File: config.mk
export PLATFORM = sky130hd
export DESIGN_NAME = uart_tx
export DESIGN_NICKNAME = d
export VERILOG_FILES = /design/src/rtl/uart_tx.sv
export SDC_FILE = /design/constraint.sdc
export NUM_CORES = 1
export LEC_CHECK = 0
export ABC_AREA = 1
export CORE_UTILIZATION = 47
export DETAILED_ROUTE_END_ITERATION = 12
export PLACE_DENSITY_LB_ADDON = 0.1
export RECOVER_POWER = 25
export SYNTH_ARGS = -nofsm -noshare
export SYNTH_HDL_FRONTEND = slang
export SYNTH_SLANG_ARGS = --single-unit
File: constraint.sdc
create_clock -name clk -period 1.55 [get_ports clk]
set_clock_uncertainty 0.15 [all_clocks]
set_input_delay 0.31 -clock clk [delete_from_list [all_inputs] [get_ports clk]]
set_output_delay 0.31 -clock clk [all_outputs]
set_load 0.005 [all_outputs]
File: src/rtl/uart_tx.sv
// UART transmitter: start bit, NB_DATA data bits LSB first, optional even parity, SB_TICK-tick stop.
// Define UART_TX_PARITY_EN to compile in the even-parity bit between DATA and STOP.
module uart_tx #(
  parameter int NB_DATA     = 8,
  parameter int SB_TICK     = 16,
  parameter int NB_TICK_CNT = 5
) (
  input  logic               clk,
  input  logic               i_rst,
  input  logic               i_tick,
  input  logic               i_tx_start,
  input  logic [NB_DATA-1:0] i_data,
  output logic               o_tx,
  output logic               o_busy,
  output logic               o_tx_done
);

  localparam int NB_BIT_CNT = (NB_DATA > 1) ? $clog2(NB_DATA) : 1;
  localparam logic [NB_TICK_CNT-1:0] BIT_LAST  = NB_TICK_CNT'(15);
  localparam logic [NB_TICK_CNT-1:0] STOP_LAST = NB_TICK_CNT'(SB_TICK - 1);
  localparam logic [NB_BIT_CNT-1:0]  N_LAST    = NB_BIT_CNT'(NB_DATA - 1);

`ifdef UART_TX_PARITY_EN
  typedef enum logic [2:0] {IDLE, START, DATA, PARITY, STOP} state_t;
`else
  typedef enum logic [1:0] {IDLE, START, DATA, STOP} state_t;
`endif

  state_t                 state, state_next;
  logic [NB_TICK_CNT-1:0] s, s_next;
  logic [NB_BIT_CNT-1:0]  n, n_next;
  logic [NB_DATA-1:0]     b, b_next;
  logic                   tx_next, busy_next, done_next;
`ifdef UART_TX_PARITY_EN
  logic                   p, p_next;
`endif

  always_ff @(posedge clk) begin
    if (i_rst) begin
      state     <= IDLE;
      s         <= '0;
      n         <= '0;
      b         <= '0;
      o_tx      <= 1'b1;
      o_busy    <= 1'b0;
      o_tx_done <= 1'b0;
`ifdef UART_TX_PARITY_EN
      p         <= 1'b0;
`endif
    end else begin
      state     <= state_next;
      s         <= s_next;
      n         <= n_next;
      b         <= b_next;
      o_tx      <= tx_next;
      o_busy    <= busy_next;
      o_tx_done <= done_next;
`ifdef UART_TX_PARITY_EN
      p         <= p_next;
`endif
    end
  end

  always_comb begin
    state_next = state;
    s_next     = s;
    n_next     = n;
    b_next     = b;
    done_next  = 1'b0;
`ifdef UART_TX_PARITY_EN
    p_next     = p;
`endif
    case (state)
      IDLE: begin
        // A tick in the accepting cycle is deliberately not counted.
        if (i_tx_start) begin
          b_next     = i_data;
          s_next     = '0;
          n_next     = '0;
`ifdef UART_TX_PARITY_EN
          p_next     = 1'b0;
`endif
          state_next = START;
        end
      end
      START: begin
        if (i_tick) begin
          if (s == BIT_LAST) begin
            s_next     = '0;
            state_next = DATA;
          end else begin
            s_next = s + 1'b1;
          end
        end
      end
      DATA: begin
        if (i_tick) begin
          if (s == BIT_LAST) begin
            s_next = '0;
            b_next = b >> 1;
`ifdef UART_TX_PARITY_EN
            p_next = p ^ b[0];
            if (n == N_LAST) state_next = PARITY;
            else             n_next     = n + 1'b1;
`else
            if (n == N_LAST) state_next = STOP;
            else             n_next     = n + 1'b1;
`endif
          end else begin
            s_next = s + 1'b1;
          end
        end
      end
`ifdef UART_TX_PARITY_EN
      PARITY: begin
        if (i_tick) begin
          if (s == BIT_LAST) begin
            s_next     = '0;
            state_next = STOP;
          end else begin
            s_next = s + 1'b1;
          end
        end
      end
`endif
      STOP: begin
        if (i_tick) begin
          if (s == STOP_LAST) begin
            s_next     = '0;
            done_next  = 1'b1;
            state_next = IDLE;
          end else begin
            s_next = s + 1'b1;
          end
        end
      end
      default: state_next = IDLE;
    endcase

    // Outputs are registered from the next state so they line up with it.
    tx_next = 1'b1;
    case (state_next)
      START:   tx_next = 1'b0;
      DATA:    tx_next = b_next[0];
`ifdef UART_TX_PARITY_EN
      PARITY:  tx_next = p_next;
`endif
      default: tx_next = 1'b1;
    endcase
    busy_next = (state_next != IDLE);
  end

endmodule

; ---- Word-level counts from Yosys, hierarchy flattened
; Cells that the tools add are included.
[word_totals]
register_bits = 21
input_bits = 12
out_inout_bits = 3
word_cells = 56
[op_classes]
n_addsub = 2
eq_ne = 12
mux = 24
n_bitwise = 2
reduce_logical = 8
[ops]
columns = operator, count
row1 = 8-bit 2-to-1 mux, 3
row2 = 2-bit 2-to-1 mux, 8
row3 = 8-bit one-hot mux with 2 select lines, 1
row4 = 5-bit 2-to-1 mux, 3
row5 = 3-bit 2-to-1 mux, 4
row6 = 5-bit one-hot mux with 2 select lines, 1
row7 = "2-bit inequality test, second input constant", 4
row8 = 2-bit one-hot mux with 4 select lines, 1
row9 = "2-bit == test, second input constant", 3
row10 = 3-bit one-hot mux with 2 select lines, 1
row11 = 3-bit OR reduction, 2
row12 = "5-bit by 1-bit adder with 5-bit output, second input constant", 1
row13 = "5-bit by 4-bit == test with 1-bit output, second input constant", 1
row14 = 5-bit AND reduction, 1
row15 = "2-bit by 1-bit == test with 1-bit output, second input constant", 2
row16 = 4-bit AND reduction, 1
row17 = 2-bit nonzero test, 2
row18 = "3-bit by 1-bit adder with 3-bit output, second input constant", 1
row19 = "3-bit == test, second input constant", 1
row20 = 2-bit zero test, 1
row21 = "2-bit by 1-bit inequality test with 1-bit output, second input constant", 1
row22 = 1-bit NOT, 2
row23 = 1-bit one-hot mux with 2 select lines, 1
row24 = 2-bit AND reduction, 1
row25 = 1-bit 2-to-1 mux, 1

; ---- Logic depth before layout (Yosys ltp)
; Gate-level depths: netlist (run 1).
[logic_depth]
ltp_word = 7
depth_mapped = 10
ltp_nobuf = 10

; ---- Worst setup path after synthesis (run 1)
; OpenSTA, ideal clock, no wires.
[synth_timing]
path_type = reg2reg
from = register s[0]
to = register o_tx
setup_ps = 121
arrival_ps = 1225
slack_ps = 55
stages_incl_launch_ff = 11
n_path_buf = 0
synth_period_minus_slack_ps = 1495
cell_sequence = dfxtp_1 -> ha_1 -> nand3_1 -> nor2_1 -> nand3_1 -> nand2_1 -> inv_1 -> nand2_1 -> nand2_1 -> nand2_1 -> nand3_1
[synth_between]
elab_chain_cells = 6
word_cells_on_any_way = 14
cone_classes = eq/ne (3) / mux (11)
[synth_rtl]
columns = item, line
row1 = from (decl), 30  ; logic [NB_TICK_CNT-1:0] s, s_next;
row2 = from (signal assigned), 52  ; s <= s_next;
row3 = 5-bit by 4-bit == test with 1-bit output (*), "88, 98, 128"
row4 = "2-bit 2-to-1 mux, on equally long branches", "128, 88, 98"
row5 = "2-bit 2-to-1 mux, on equally long branches", "127, 87, 97"
row6 = 2-bit one-hot mux with 4 select lines, 73  ; case (state)
row7 = 2-bit == test or 2-bit by 1-bit == test with 1-bit output (tied branches), 142  ; case (state_next)
row8 = 1-bit one-hot mux with 2 select lines (*), 142
row9 = to (signal assigned), 55  ; o_tx <= tx_next;
row10 = to (decl), 13  ; output logic o_tx,
; Mark *: on every way between the ends. The rest lies on a longest branch, timed or not. The select of a mux whose other input is x is not followed.
; A chain may end at the register's enable or synchronous reset.

; ---- Worst setup path in the final report (run 1)
; Ends and elaborated chain as after synthesis.

==> impl_metrics.json, run 1 <==
{
  "finalHoldViolCount": 0,
  "ys_ff_latch": 21,
  "relSlewSlack_pct": 82.6,
  "synth_edf_count": 0,
  "grt_pass1_wl_um": 3940,
  "maxSlewViolCount": 0,
  "clk_latency_ns": 0.31,
  "tns_ns": -0.0474,
  "endpoint_kind": "flop",
  "seqCellArea_um2": 425,
  "antenna_found_initial": 0,
  "fin_crit_sh_pct": 102,
  "muxShareOfSynthArea_pct": 0,
  "setup_slack_ns": -0.0283,
  "clockBufferDepth": 2,
  "drtAntennaViolNets": 0,
  "max_stage_delay_ns": 0.38,
  "die_w_um": 48.4,
  "synth_compound_area_share_pct": 13.1,
  "cp_data_required_time_ns": 1.60,
  "cp.arrival_ns": 1.63,
  "die_h_um": 48.4,
  "row_count": 16,
  "worst_pin_slew_ns": 0.260,
  "drt_iter0_drc": 16,
  "start_kind": "flop",
  "layout_commonest_cell": "nand2_1",
  "synthAdderAreaFrac_pct": 3.72,
  "gp_congestion": 0.801,
  "synth_top_family_by_area": "simple AND/OR/NAND/NOR gates",
  "finalInstanceArea_um2": 1400,
  "synth.distinct_cells": 25,
  "drive_above_1_share_pct": 28.8,
  "multi_input_area_um2": 606,
  "grt_pass1_vias": 956,
  "nets": 179,
  "min_path_type": "flop to flop",
  "power_density_nw_per_um2": 707,
  "synthToLayoutAreaGrowth_pct": 38.7,
  "first_pass_iters": 4,
  "ys_seq_area_share_pct": 41.6,
  "yosys.area_share.simple_pct": 33.5,
  "combPwrFrac_pct": 14.8,
  "netlist_area_um2": 1010,
  "layout_common_cells": "nand2_1 (36), dfxtp_1 (17), buf_4 (13)",
  "rsz0062_at_grt": "true",
  "grt.total_usage_pct": 21.4,
  "placed_area_um2": 1270,
  "drv_cap": 0,
  "peakVddDrop_uv": 676,
  "tritoncts": "done",
  "cts.sinks": 21,
  "grt.overflow.total": 0,
  "ff2ff_path_depth": 8,
  "pwr-share-seq_pct": 58.1,
  "viasPerCell": 5.17,
  "synth.avg_cell_area_um2": 7.54,
  "start_util_pct": 50.9,
  "diodes": 0,
  "grt_max_degree": 18,
  "fp.coreArea_um2": 1980,
  "intPower_uw": 736,
  "cts_hold_buf": 0,
  "holdPathStages": 1,
  "dpl.hpwl_um": 1550,
  "path_clk_slew_ns": 0.12,
  "synth-xor-area-share_pct": 0.867,
  "yosys_most_used_dff": "dfxtp_1",
  "io_pins": 15,
  "critical_path.cell_chain": "ha_4, nand3_4, nor3_4, nand3_2, nand2_2, nand2_2, nand2_1, nand3_1",
  "vias": 982,
  "failed_checks": "setup timing",
  "wire_per_inst_um": 12.9,
  "run_status": "complete, but fails checks",
  "cp_slowest_cell": "dfxtp_2",
  "yosysWarnings": 0,
  "place_ws_ns": -0.254,
  "fin_cells": 190,
  "holdWs_ns": 0.300,
  "async_flop_share_pct": 0,
  "dieArea_um2": 2340,
  "dp_cells": 184,
  "cts_root_buffer": "clkbuf_4",
  "sw_frac_of_total_pct": 25.6,
  "route.detailed.drc": 0,
  "power_frac_clock_pct": 27.1,
  "fill_cells": 157,
  "critPathKind": "flop to flop",
  "crit_top_cell": "nand2_2",
  "fmax_ghz": 0.634,
  "drt-total-wl_um": 2450,
  "cts_made_buffers": 3,
  "crit_fanout": 4,
  "port_buffers": 14,
  "p_sw_uw": 254,
  "min_period_ns": 1.58,
  "htree_levels": 1,
  "setup_viol": 2,
  "total_leakage_power_uw": 0.000539,
  "syn_inst": 134,
  "syn_nets": 149
}
-- power by group through the flow --
stage               clock network, µW  logic (µW)  registers [µW]
CTS                               269         141             573
finish                            268         147             575
detailed placement                  0         141             583
floorplan                           0        66.5             582
global route                      299         161             577
global placement                    0         138             583
-- layout make-up --
| cell class | count | area share [%] |
|---|---|---|
| multi-input combinational | 96 | 43.3 |
| timing repair buffer | 28 | 18.1 |
| clock buffer | 4 | 1.88 |
| tap | 27 | 2.41 |
| inverter | 14 | 3.93 |
| sequential | 21 | 30.4 |
-- through the flow --
stage / util [%] / total power (µW)
floorplan: - / 649
global placement: 64.0 / 721
detailed placement: 64.0 / 724
CTS: 67.7 / 983
global route: 70.6 / 1040
finish: 70.6 / 989
-- routing by layer --
metal  GRT usage [%]  wire [µm]  vias to the layer above
li1                -          -                      500
met1            26.4       1070                      452
met2            37.3       1250                       22
met3            2.83         69                        8
met4            8.82         68                        0
met5               0          0                        -
-- synthesized netlist by cell type (2+ instances only) --
library cell,instances,area share [%]
a21oi_1,6,3.0
dfxtp_1,21,42
a211oi_1,3,2.2
nor2_4,3,3.3
nor2_1,12,4.5
inv_1,11,4.1
nand2_1,40,15
ha_1,3,3.7
a31oi_1,7,4.3
inv_2,2,0.74
nand3_1,12,5.9
-- final timing paths --
check / startpoint / to / slack [ns]
hold reg to reg: n[0] / n[0] / 0.30
hold / removal: n[0] / n[0] / 0.30
setup / recovery: s[0] / o_tx / -0.03
setup reg to reg: s[0] / o_tx / -0.03
-- registers in the layout, indices dropped and copies added, names as in the netlist --
signal / cells
b: 8
n: 3
o_busy: 1
o_tx: 1
o_tx_done: 1
s: 5
state: 2
-- critical path, delay by kind of cell (launching register included) --
family / cells / cell delay, ns
adder cells (fa/ha/maj): 1 / 0.16
flip-flops: 1 / 0.38
AND/OR/NAND/NOR: 7 / 0.78
-- cells by family after synthesis --
group / count (synthesis)
AND/OR/NAND/NOR: 71
XOR/XNOR: 1
adder cells (fa/ha/maj): 3
AO/OA/AOI/OAI: 21
buffers and inverters: 17
flip-flops: 21
-- repair_timing --
action                     CTS  global route
pin swaps                    3             9
gates resized for setup     14            15
setup endpoints to repair    8            15
setup buffers                0             2
(Power assumes the default switching activity.)
==> inputs of run 2 (changes only) <==
--- a/config.mk
+++ b/config.mk
@@ -6,7 +6,8 @@
 export NUM_CORES = 1
 export LEC_CHECK = 0
 export ABC_AREA = 1
-export CORE_UTILIZATION = 47
+export CORE_ASPECT_RATIO = 1.75
+export CORE_UTILIZATION = 40
 export DETAILED_ROUTE_END_ITERATION = 12
 export PLACE_DENSITY_LB_ADDON = 0.1
 export RECOVER_POWER = 25
==> impl_metrics.json, run 2 (synthesis gave the netlist of run 1 again) <==
{
  "synthToLayoutAreaGrowth_pct": 45.0,
  "p_sw_uw": 271,
  "max_stage_delay_ns": 0.36,
  "cts_made_buffers": 3,
  "drive_above_1_share_pct": 33.7,
  "maxSlewViolCount": 0,
  "intPower_uw": 820,
  "cp.arrival_ns": 1.54,
  "worst_pin_slew_ns": 0.253,
  "min_period_ns": 1.53,
  "nets": 182,
  "gp_congestion": 0.747,
  "grt_pass1_wl_um": 3910,
  "grt.total_usage_pct": 21.2,
  "setup_slack_ns": 0.0242,
  "crit_fanout": 4,
  "endpoint_kind": "flop",
  "relSlewSlack_pct": 83.1,
  "reg_top3": "b (8), s (5), n (3)",
  "route.detailed.drc": 0,
  "viasPerCell": 5.09,
  "critPathKind": "flop to flop",
  "diodes": 0,
  "start_util_pct": 43.3,
  "htree_levels": 1,
  "start_kind": "flop",
  "critical_path.cell_chain": "ha_4, nand3_4, nor2_4, nand2_2, a21oi_4, inv_2, nand2_2, a21oi_2",
  "clockBufferDepth": 2,
  "row_count": 23,
  "drt-total-wl_um": 2390,
  "fmax_ghz": 0.655,
  "tritoncts": "done",
  "crit_top_cell": "nand2_2",
  "cp_data_required_time_ns": 1.56,
  "wire_per_inst_um": 12.5,
  "combPwrFrac_pct": 13.4,
  "drt_iter0_drc": 15,
  "finalHoldViolCount": 0,
  "sw_frac_of_total_pct": 24.8,
  "vias": 972,
  "dieArea_um2": 2740,
  "largest_reg_flops": 8,
  "io_pins": 15,
  "place_ws_ns": -0.284,
  "die_h_um": 68.5,
  "rsz0062_at_grt": "true",
  "power_frac_clock_pct": 34.0,
  "pwr-share-seq_pct": 52.6,
  "die_w_um": 40.0,
  "grt_max_degree": 18,
  "drv_cap": 0,
  "cts_hold_buf": 0,
  "path_clk_slew_ns": 0.08,
  "total_leakage_power_uw": 0.000553,
  "cts_root_buffer": "clkbuf_8",
  "min_path_type": "flop to flop",
  "setup_viol": 0,
  "fin_crit_sh_pct": 98.4,
  "grt_pass1_vias": 977,
  "peakVddDrop_uv": 434,
  "power_density_nw_per_um2": 745,
  "tns_ns": 0,
  "antenna_found_initial": 0,
  "cp_slowest_cell": "dfxtp_2",
  "clk_latency_ns": 0.27,
  "layout_common_cells": "nand2_1 (35), dfxtp_1 (16), buf_4 (16)",
  "holdWs_ns": 0.295,
  "grt.overflow.total": 0,
  "run_status": "complete, no violations",
  "top_register": "b",
  "port_buffers": 14,
  "drtAntennaViolNets": 0,
  "cts.sinks": 21,
  "first_pass_iters": 4,
  "layout_commonest_cell": "nand2_1",
  "dpl.hpwl_um": 1740,
  "fill_cells": 198,
  "fp.coreArea_um2": 2330
}
run 2: changes by cell type in the layout (fill, tap and decap cells not counted), sizes merged:
cell	change
buf	+3
clkdlybuf4s25	+3
dlygate4sd2	-3
clkdlybuf4s50	+1
dlygate4sd3	-1
run 2: timing repair:
item	in CTS	in global routing
buffers inserted	0	4
pin swaps	3	13
setup endpoints to repair	12	18
gates resized for setup	11	25
run 2: path summary, 6_finish.rpt:
check          to  slack, ns  from  cells past startpoint
max          n[2]       0.02  s[0]                      8
min          n[0]       0.29  n[0]                      1
max reg2reg  n[2]       0.02  s[0]                      8
min reg2reg  n[0]       0.29  n[0]                      1
run 2: metal layers:
layer | GRT usage, % | vias up | wire, µm
li1 | - | 502 | -
met1 | 20.7 | 447 | 903
met5 | 0 | - | 0
met4 | 12.9 | 0 | 74
met2 | 38.3 | 16 | 1360
met3 | 3.25 | 7 | 52
run 2: power groups by stage:
| stage | Clock (µW) | Sequential [µW] | Combinational [µW] |
|---|---|---|---|
| 6_report | 371 | 574 | 146 |
| 5_1_grt | 404 | 576 | 163 |
| 3_3_place_gp | 0 | 583 | 139 |
| 2_1_floorplan | 0 | 582 | 66.5 |
| 4_1_cts | 378 | 573 | 142 |
| 3_5_place_dp | 0 | 585 | 140 |
run 2: layout make-up:
| cell class | instances | area (µm²) | area share (%) |
|---|---|---|---|
| Sequential cell | 21 | 427 | 29.1 |
| Tap cell | 25 | 31.3 | 2.14 |
| Multi-Input combinational cell | 96 | 626 | 42.7 |
| Inverter | 14 | 55.1 | 3.76 |
| Clock buffer | 4 | 45.0 | 3.08 |
| Timing Repair Buffer | 31 | 280 | 19.1 |
run 2: per-stage QoR:
step                      cells  power, µW  instance area (µm²)  util, %
final                       191       1090                 1460     62.8
after floorplan             134        649                 1010        -
after CTS                   187       1090                 1360     58.5
after global placement      183        723                 1270     54.6
after global routing        191       1140                 1460     62.8
after detailed placement    183        724                 1270     54.6
run 2: critical path: cells and delay by family (launching register included):
| kind | cells | cell delay [ns] |
|---|---|---|
| simple gates | 4 | 0.41 |
| flops | 1 | 0.36 |
| compound gates | 2 | 0.26 |
| fa+ha+maj | 1 | 0.16 |
| buf+inv | 1 | 0.07 |
==> inputs of run 3 (changes only) <==
==> constraint.sdc (replaced) <==
create_clock -name clk -period 1.4 [get_ports clk]
set_clock_uncertainty 0.15 [all_clocks]
set_input_delay 0.14 -clock clk [delete_from_list [all_inputs] [get_ports clk]]
set_output_delay 0.14 -clock clk [all_outputs]
set_load 0.005 [all_outputs]
==> impl_metrics.json, run 3 (synthesis gave the netlist of run 1 again) <==
{
  "drtAntennaViolNets": 0,
  "tritoncts": "done",
  "hold_start": "i_tick",
  "dieArea_um2": 2740,
  "drv_cap": 0,
  "critPathKind": "flop to flop",
  "fp.coreArea_um2": 2330,
  "crit_fanout": 4,
  "vias": 995,
  "cts_root_buffer": "clkbuf_8",
  "pwr-share-seq_pct": 52.6,
  "setup_slack_ns": -0.0578,
  "cts.sinks": 21,
  "path_clk_slew_ns": 0.08,
  "failed_checks": "setup timing",
  "layout_commonest_cell": "nand2_1",
  "start_util_pct": 43.3,
  "rsz0062_at_grt": "true",
  "clk_latency_ns": 0.27,
  "finalInstanceArea_um2": 1480,
  "maxSlewViolCount": 0,
  "p_sw_uw": 301,
  "grt_pass1_wl_um": 3860,
  "cp.arrival_ns": 1.47,
  "cts_hold_buf": 0,
  "run_status": "complete, but fails checks",
  "drive_above_1_share_pct": 35.5,
  "grt_pass1_vias": 994,
  "combPwrFrac_pct": 13.8,
  "finalHoldViolCount": 0,
  "multi_input_area_um2": 611,
  "layout_common_cells": "nand2_1 (35), buf_4 (19), dfxtp_1 (15)",
  "min_path_type": "input pin to flop",
  "drt_iter0_drc": 9,
  "htree_levels": 1,
  "power_frac_clock_pct": 33.6,
  "min_period_ns": 1.46,
  "drt-total-wl_um": 2360,
  "gp_congestion": 0.882,
  "die_h_um": 68.5,
  "die_w_um": 40.0,
  "first_pass_iters": 2,
  "placed_area_um2": 1340,
  "viasPerCell": 5.13,
  "power_density_nw_per_um2": 814,
  "grt_max_degree": 13,
  "nets": 185,
  "fmax_ghz": 0.686,
  "io_pins": 15,
  "fin_crit_sh_pct": 104,
  "relSlewSlack_pct": 86.3,
  "dpl.hpwl_um": 1930,
  "clockBufferDepth": 2,
  "reg_top3": "b (8), s (5), n (3)",
  "diodes": 0,
  "cp_data_required_time_ns": 1.41,
  "fill_cells": 215,
  "synthToLayoutAreaGrowth_pct": 46.7,
  "start_kind": "flop",
  "fin_cells": 194,
  "cts_made_buffers": 3,
  "largest_reg_flops": 8,
  "route.detailed.drc": 0,
  "worst_pin_slew_ns": 0.205,
  "port_buffers": 14,
  "total_leakage_power_uw": 0.000579,
  "dp_cells": 189,
  "setup_viol": 10,
  "top_register": "b",
  "sw_frac_of_total_pct": 24.9,
  "antenna_found_initial": 0,
  "critPathLaunch": "s[0]",
  "intPower_uw": 906,
  "peakVddDrop_uv": 729,
  "wire_per_inst_um": 12.2,
  "rr_startpoint": "s[0]",
  "grt.overflow.total": 0,
  "row_count": 23,
  "seqCellArea_um2": 430,
  "grt.total_usage_pct": 20.7,
  "endpoint_kind": "flop"
}
-- run 3: changes by cell type in the layout (fill, tap and decap cells not counted), sizes merged --
cell,change
clkdlybuf4s50,+1
buf,+3
dlymetal6s2s,+1
clkbuf,-1
clkdlybuf4s25,-2
clkinv,+2
inv,-1
-- run 3: worst paths after layout --
path	to	slack, ns	cells after the start
min reg2reg	n[1]	0.32	2
min	b[0]	0.21	5
max	o_tx	-0.06	10
max reg2reg	o_tx	-0.06	10
-- run 3: routing by layer --
layer / up-vias / routed length, µm / part of all wire (%) / global-route usage [%]
met5: - / 0 / 0 / 0
li1: 510 / - / - / -
met3: 6 / 40 / 1.7 / 3.90
met4: 0 / 52 / 2.2 / 11.6
met1: 468 / 873 / 37 / 19.1
met2: 11 / 1390 / 59 / 38.7
-- run 3: cell type report --
class,instances,share of cell area (%)
inverter,14,3.89
clock inverter,1,0.338
tap,25,2.11
sequential,21,29.1
timing repair buffer,34,20.6
clock buffer,3,2.79
multi-input combinational,96,41.2
-- run 3: critical path, cell delays in order, from the launching register on --
cell	delay [ns]
dfxtp_2	0.36
ha_4	0.17
nand3_4	0.10
nor2_4	0.13
nand3_2	0.08
nand2_1	0.06
inv_1	0.05
nand2_2	0.08
nand2_1	0.05
nand2_1	0.05
nand3_1	0.07
-- run 3: stage by stage --
step	utilization [%]	hold slack (ns)	power, µW	TNS (ns)	worst slack [ns]
6_report	63.6	0.214	1210	-0.380	-0.0578
3_3_place_gp	57.6	0.300	807	-2.65	-0.197
4_1_cts	62.6	0.287	1210	-0.724	-0.0837
3_5_place_dp	57.6	0.313	810	-3.45	-0.254
5_1_grt	63.6	0.266	1250	-1.49	-0.144
2_1_floorplan	-	0.137	721	-0.0368	-0.0184
-- run 3: power by group through the flow --
stage	Sequential, µW	Clock, µW	Combinational (µW)
finish	635	405	167
CTS	636	411	166
floorplan	646	0	74.9
detailed placement	648	0	162
global placement	648	0	159
global route	637	434	182
-- run 3: timing repair --
| item | in CTS | in global routing |
|---|---|---|
| endpoints found under the setup margin | 17 | 20 |
| pin swaps | 6 | 6 |
| resized for setup | 17 | 11 |
| buffers inserted | 1 | 0 |
| hold endpoints to repair | 0 | 0 |
